<file path="src/rtl/serializer_if.sv">
// serializer_if -- word-side handshake and serial-side strobe of the serializer.
//
//   data_i         : parallel word, bit 0 leaves first
//   data_mod_i     : word length in bits (0 or > SER_W means SER_W)
//   data_val_i     : word valid, accepted when data_val_i && ready_o
//   ready_o        : serializer can take a word this cycle
//   ser_data_o     : serial bit
//   ser_data_val_o : ser_data_o is valid this cycle
//
// master modport = upstream word source; slave modport = serializer.
interface serializer_if #(
    parameter int SER_W = 16,
    parameter int MOD_W = $clog2(SER_W + 1)
);
    logic [SER_W-1:0] data_i;
    logic [MOD_W-1:0] data_mod_i;
    logic             data_val_i;
    logic             ready_o;
    logic             ser_data_o;
    logic             ser_data_val_o;

    modport master (
        output data_i,
        output data_mod_i,
        output data_val_i,
        input  ready_o,
        input  ser_data_o,
        input  ser_data_val_o
    );

    modport slave (
        input  data_i,
        input  data_mod_i,
        input  data_val_i,
        output ready_o,
        output ser_data_o,
        output ser_data_val_o
    );
endinterface

</file>
<file path="src/rtl/serializer.sv">
// serializer -- parallel-to-serial converter, LSB first, one bit per clock.
//
// Ports:
//   clk_i  : clock, rising edge
//   srst_i : asynchronous active-high reset; drops any word in flight
//   bus    : serializer_if.slave (word handshake in, serial bit + strobe out)
//
// A word is loaded on acceptance and shifted out starting the next cycle.
// ready_o rises again in the last-bit cycle so a following word can be
// loaded on that same edge, giving a gap-free bit stream.
module serializer #(
    parameter int SER_W = 16,
    parameter int MOD_W = $clog2(SER_W + 1)
) (
    input  logic          clk_i,
    input  logic          srst_i,
    serializer_if.slave   bus
);

    localparam logic [MOD_W-1:0] FULL_LEN = MOD_W'(SER_W);
    localparam logic [MOD_W-1:0] ONE      = MOD_W'(1);

    typedef enum logic {
        IDLE  = 1'b0,
        SHIFT = 1'b1
    } state_t;

    state_t           state_q, state_d;
    logic [SER_W-1:0] shreg_q, shreg_d;
    logic [MOD_W-1:0] bits_left_q, bits_left_d;

    logic             last_bit;
    logic             ready;
    logic             accept;
    logic [MOD_W-1:0] eff_len;

    // ready depends only on registered state, never on data_val_i
    assign last_bit = (state_q == SHIFT) && (bits_left_q == ONE);
    assign ready    = (state_q == IDLE) || last_bit;
    assign accept   = bus.data_val_i && ready;

    // 0 and out-of-range lengths both mean a full word
    always_comb begin
        eff_len = bus.data_mod_i;
        if (bus.data_mod_i == '0 || bus.data_mod_i > FULL_LEN) begin
            eff_len = FULL_LEN;
        end
    end

    always_ff @(posedge clk_i or posedge srst_i) begin
        if (srst_i) begin
            state_q     <= IDLE;
            shreg_q     <= '0;
            bits_left_q <= '0;
        end else begin
            state_q     <= state_d;
            shreg_q     <= shreg_d;
            bits_left_q <= bits_left_d;
        end
    end

    always_comb begin
        state_d     = state_q;
        shreg_d     = shreg_q;
        bits_left_d = bits_left_q;
        unique case (state_q)
            IDLE: begin
                if (accept) begin
                    state_d     = SHIFT;
                    shreg_d     = bus.data_i;
                    bits_left_d = eff_len;
                end
            end
            SHIFT: begin
                if (accept) begin
                    // reload on the last-bit edge: no idle cycle between words
                    shreg_d     = bus.data_i;
                    bits_left_d = eff_len;
                end else begin
                    shreg_d     = {1'b0, shreg_q[SER_W-1:1]};
                    bits_left_d = bits_left_q - ONE;
                    if (last_bit) begin
                        state_d = IDLE;
                    end
                end
            end
            default: begin
                state_d = IDLE;
            end
        endcase
    end

    // Output is forced low in IDLE rather than exposing the stale shreg bit
    assign bus.ready_o        = ready;
    assign bus.ser_data_val_o = (state_q == SHIFT);
    assign bus.ser_data_o     = (state_q == SHIFT) ? shreg_q[0] : 1'b0;

endmodule

</file>
<file path="src/flat_wrapper.sv">
// flat-port wrapper written by rule: the top's interface ports become plain ports
module serializer_flat 
#(
    parameter int SER_W = 16,
    parameter int MOD_W = $clog2(SER_W + 1)
)
  (clk_i, srst_i, bus_data_i, bus_data_mod_i, bus_data_val_i, bus_ready_o, bus_ser_data_o, bus_ser_data_val_o);
  serializer_if #(.SER_W(SER_W), .MOD_W(MOD_W)) bus_i ();
  input  logic clk_i;
  input  logic srst_i;
  input wire logic [$bits(bus_i.data_i)-1:0] bus_data_i;
  input wire logic [$bits(bus_i.data_mod_i)-1:0] bus_data_mod_i;
  input wire logic [$bits(bus_i.data_val_i)-1:0] bus_data_val_i;
  output wire logic [$bits(bus_i.ready_o)-1:0] bus_ready_o;
  output wire logic [$bits(bus_i.ser_data_o)-1:0] bus_ser_data_o;
  output wire logic [$bits(bus_i.ser_data_val_o)-1:0] bus_ser_data_val_o;
  assign bus_i.data_i = bus_data_i;
  assign bus_i.data_mod_i = bus_data_mod_i;
  assign bus_i.data_val_i = bus_data_val_i;
  assign bus_ready_o = bus_i.ready_o;
  assign bus_ser_data_o = bus_i.ser_data_o;
  assign bus_ser_data_val_o = bus_i.ser_data_val_o;
  serializer #(.SER_W(SER_W), .MOD_W(MOD_W)) u_core (.clk_i(clk_i), .srst_i(srst_i), .bus(bus_i));
endmodule
</file>
<file path="config.mk">
export PLATFORM = sky130hd
export DESIGN_NAME = serializer_flat
export DESIGN_NICKNAME = d
export VERILOG_FILES = /design/src/rtl/serializer_if.sv /design/src/rtl/serializer.sv /design/src/flat_wrapper.sv
export SDC_FILE = /design/constraint.sdc
export NUM_CORES = 1
export LEC_CHECK = 0
export ABC_AREA = 1
export ABC_CLOCK_PERIOD_IN_PS = 1550
export BUFFER_PORTS_ARGS = -buffer_cell sky130_fd_sc_hd__buf_2
export CAP_MARGIN = 40
export CORE_MARGIN = 4
export CORE_UTILIZATION = 40
export DETAILED_ROUTE_END_ITERATION = 10
export PLACE_DENSITY = 0.71
export SLEW_MARGIN = 10
export SYNTH_ARGS = -nofsm -noshare
export SYNTH_HDL_FRONTEND = slang
export SYNTH_SLANG_ARGS = --single-unit
</file>
<file path="constraint.sdc">
create_clock -name clk_i -period 1.55 [get_ports clk_i]
set_clock_uncertainty 0.05 [all_clocks]
set_input_delay 0.0775 -clock clk_i [delete_from_list [all_inputs] [get_ports clk_i]]
set_output_delay 0.0775 -clock clk_i [all_outputs]
set_load 0.05 [all_outputs]
</file>
==> metrics <==
status=finished, violations left; failing checks=setup timing; yosys warns=0; largest net degree at the start of global routing=23; startpoint types=flip-flop; final hold violation count=0; final slew viol count=0; Post-Synthesis Cells=150; IO Port Bufs=26; layout cells sized above 1=29.27%; TritonCTS clock tree=yes; nets=233; chip width=62.86 um; commonest non-fill, non-tap cell in the layout=nand2_1; DRT Pass-1 Iters=4; Inserted Clock Buffers=3; Initial Utilization=42.91%; post-synthesis register bit count=22; R2R Setup Slk=-0.02 ns; syn nets=177; GPL Wtd Cong=0.8953; Slowest-stage cell, CP=dfrtp_1; First DRT Iteration DRCs=83; Main synth FF type=dfrtp_1; Post-synth EDFFs=0; # DRC=0; Worst Path Class, Setup=flip-flop to flip-flop; ant diodes=0; pre-CTS setup slack=0.03642 ns; RSZ-0062 raised after global routing=true; Post-Layout Cell Count=236; Clock Sinks=22; most frequent cells in the layout=nand2_1 (49), nand3_1 (28), buf_2 (25), dfrtp_1 (21), dlygate4sd3_1 (17); Critical R2R Launch=u_core.bits_left_q[1]; Syn-to-layout area delta=44.49%; post-layout min period=1.572 ns; Top Ports=27; final core utilization=62.00%; WL final=3347 um; Multi-input gate area=578.1 um2; Hold Path Depth=3; worst hold path class=input port to flip-flop; Root Driver=clkbuf_4; clock slew at reported path FFs=0.13 ns; FMAX=636.2 MHz; synth unique cells=21; ANT nets after route=0; Via Count=1231; hold endpoint=u_core.bits_left_q[1]; final setup fails=2; Synth async-reset ratio=100.0%; CP peak stage delay=0.42 ns; GRT Util Overall=16.24%; vias in the first global route=1183; DPL Wire Length=2013 um; Leak=0.8681 nW; H-tree level count=1; crit path DAT=1.77 ns; Fillers=231; row cnt=19; Worst Tran Pin Value=0.3364 ns; Register Area=551.8 um2; initial antenna violation count=0; die height=62.86 um; Die ar.=3951 um2; clk_lat worst skew=0.31 ns; Mapped Area=1204 um2; HP Start=bus_data_mod_i[1]; crit end category=flip-flop; CP most frequent cell=nand2_1; crit path cell chain=inv_2 > ha_4 > inv_2 > nor2_4 > nand2_4 > buf_6 > o21ai_4 > nand2_1 > nand2_1 > nand2_1 > nand2_1; Rel. slew slack=77.57%; Power Dens Cells=1616 nW/um2; core region area=2805 um2; PnR worst setup slack=-0.02186 ns; R2R depth=11; Cells after DPL=207; sequential share of the synthesized area=45.74%; WP data required=1.75 ns; drt wl/cell=14.18 um; first-pass GRT wire length=5250 um; # Max-Cap Violations=0; Avg Cell Area, Syn=8.024 um2; Max Buffers Root-to-Sink=2; VDD IR max=0.0006499 V; Setup TNS=-0.03736 ns; FF-to-FF End=u_core.bits_left_q[3]; GR Overflow Total=0; CP Max Fanout=6; Final Cycle Share=101.4%; vias per cell=5.216
-- sequential cells by signal, indices dropped and copies added, names as in the netlist --
register	cells
u_core.bits_left_q	5
u_core.shreg_q	16
u_core.bus.ser_data_val_o	1
-- layout make-up --
class / count / share of cell area [%]
clock buffer: 3 / 1.295
clock inverter: 1 / 1.727
sequential: 22 / 31.73
tap: 31 / 2.230
multi-input combinational: 105 / 33.24
timing repair buffer: 58 / 26.33
inverter: 16 / 3.453
-- metal layers --
layer	global-route usage (%)	wire [um]	part of all wire (%)
met1	20.95	1394	42
met5	0	0	0
met2	27.43	1733	52
met4	5.785	72	2.2
met3	2.518	146	4.4
-- how the worst max path moves through the flow --
stage                          start  slack (ns)                     to
2_1_floorplan  u_core.bits_left_q[1]        0.16      u_core.shreg_q[2]
3_3_place_gp       bus_data_mod_i[3]        0.07  u_core.bits_left_q[0]
3_5_place_dp   u_core.bits_left_q[1]        0.04      u_core.shreg_q[1]
4_1_cts        u_core.bits_left_q[1]       -0.03            bus_ready_o
5_1_grt        u_core.bits_left_q[1]       -0.09  u_core.bits_left_q[0]
6_report       u_core.bits_left_q[1]       -0.02  u_core.bits_left_q[3]
-- kinds of logic (layout without fill, tap and decap cells) --
group,count (synthesis),in the layout,synth area share (%)
XOR/XNOR,2,2,1.456
AO/OA/AOI/OAI,9,9,6.861
AND/OR/NAND/NOR,91,91,33.26
adder cells (fa/ha/maj),3,3,3.119
buffers and inverters,23,78,9.563
flip-flops,22,22,45.74
-- stage by stage --
step	cell area (um2)	hold WS, ns	power (W)
floorplan	1204	0.01673	0.001748
global placement	1383	0.07090	0.001952
detailed placement	1383	0.08430	0.002008
CTS	1643	0.03498	0.002573
global route	1739	0.03804	0.003014
finish	1739	0.04288	0.002811
-- Yosys cell counts (2+ instances only) --
library cell	n	area share, %
dfrtp_1	22	46
nand2_1	49	15
nor2_1	4	1.2
o211ai_1	6	3.7
nand4_1	3	1.6
nand2_2	3	1.6
inv_1	14	4.4
ha_1	3	3.1
buf_2	2	0.83
inv_2	2	0.62
buf_6	3	2.8
nand3_1	30	12
-- timing repair --
item                       CTS  global route
buffers inserted             3             4
cloned                       0             1
setup endpoints to repair    1            21
hold buffers                17             0
resized for setup            4            17
hold endpoints to repair    38             0
pin swaps                    0            12
-- where the power goes --
group          total, W  leakage, nW  switching [W]  internal (W)
clock network  0.000444       0.0279       0.000183      0.000261
registers      0.000981        0.281       0.000180      0.000801
logic           0.00139        0.559       0.000759      0.000626
total           0.00281        0.868        0.00112       0.00169
-- worst max-delay path: cells and delay by family (launching register included) --
| kind | cells | cell delay, ns |
|---|---|---|
| buffers and inverters | 3 | 0.26 |
| AOI/OAI and AO/OA | 1 | 0.22 |
| DFF | 1 | 0.42 |
| and+or+nand+nor | 6 | 0.43 |
| adders and majority gates | 1 | 0.14 |
Note: power is estimated with default switching activity, not from simulation.
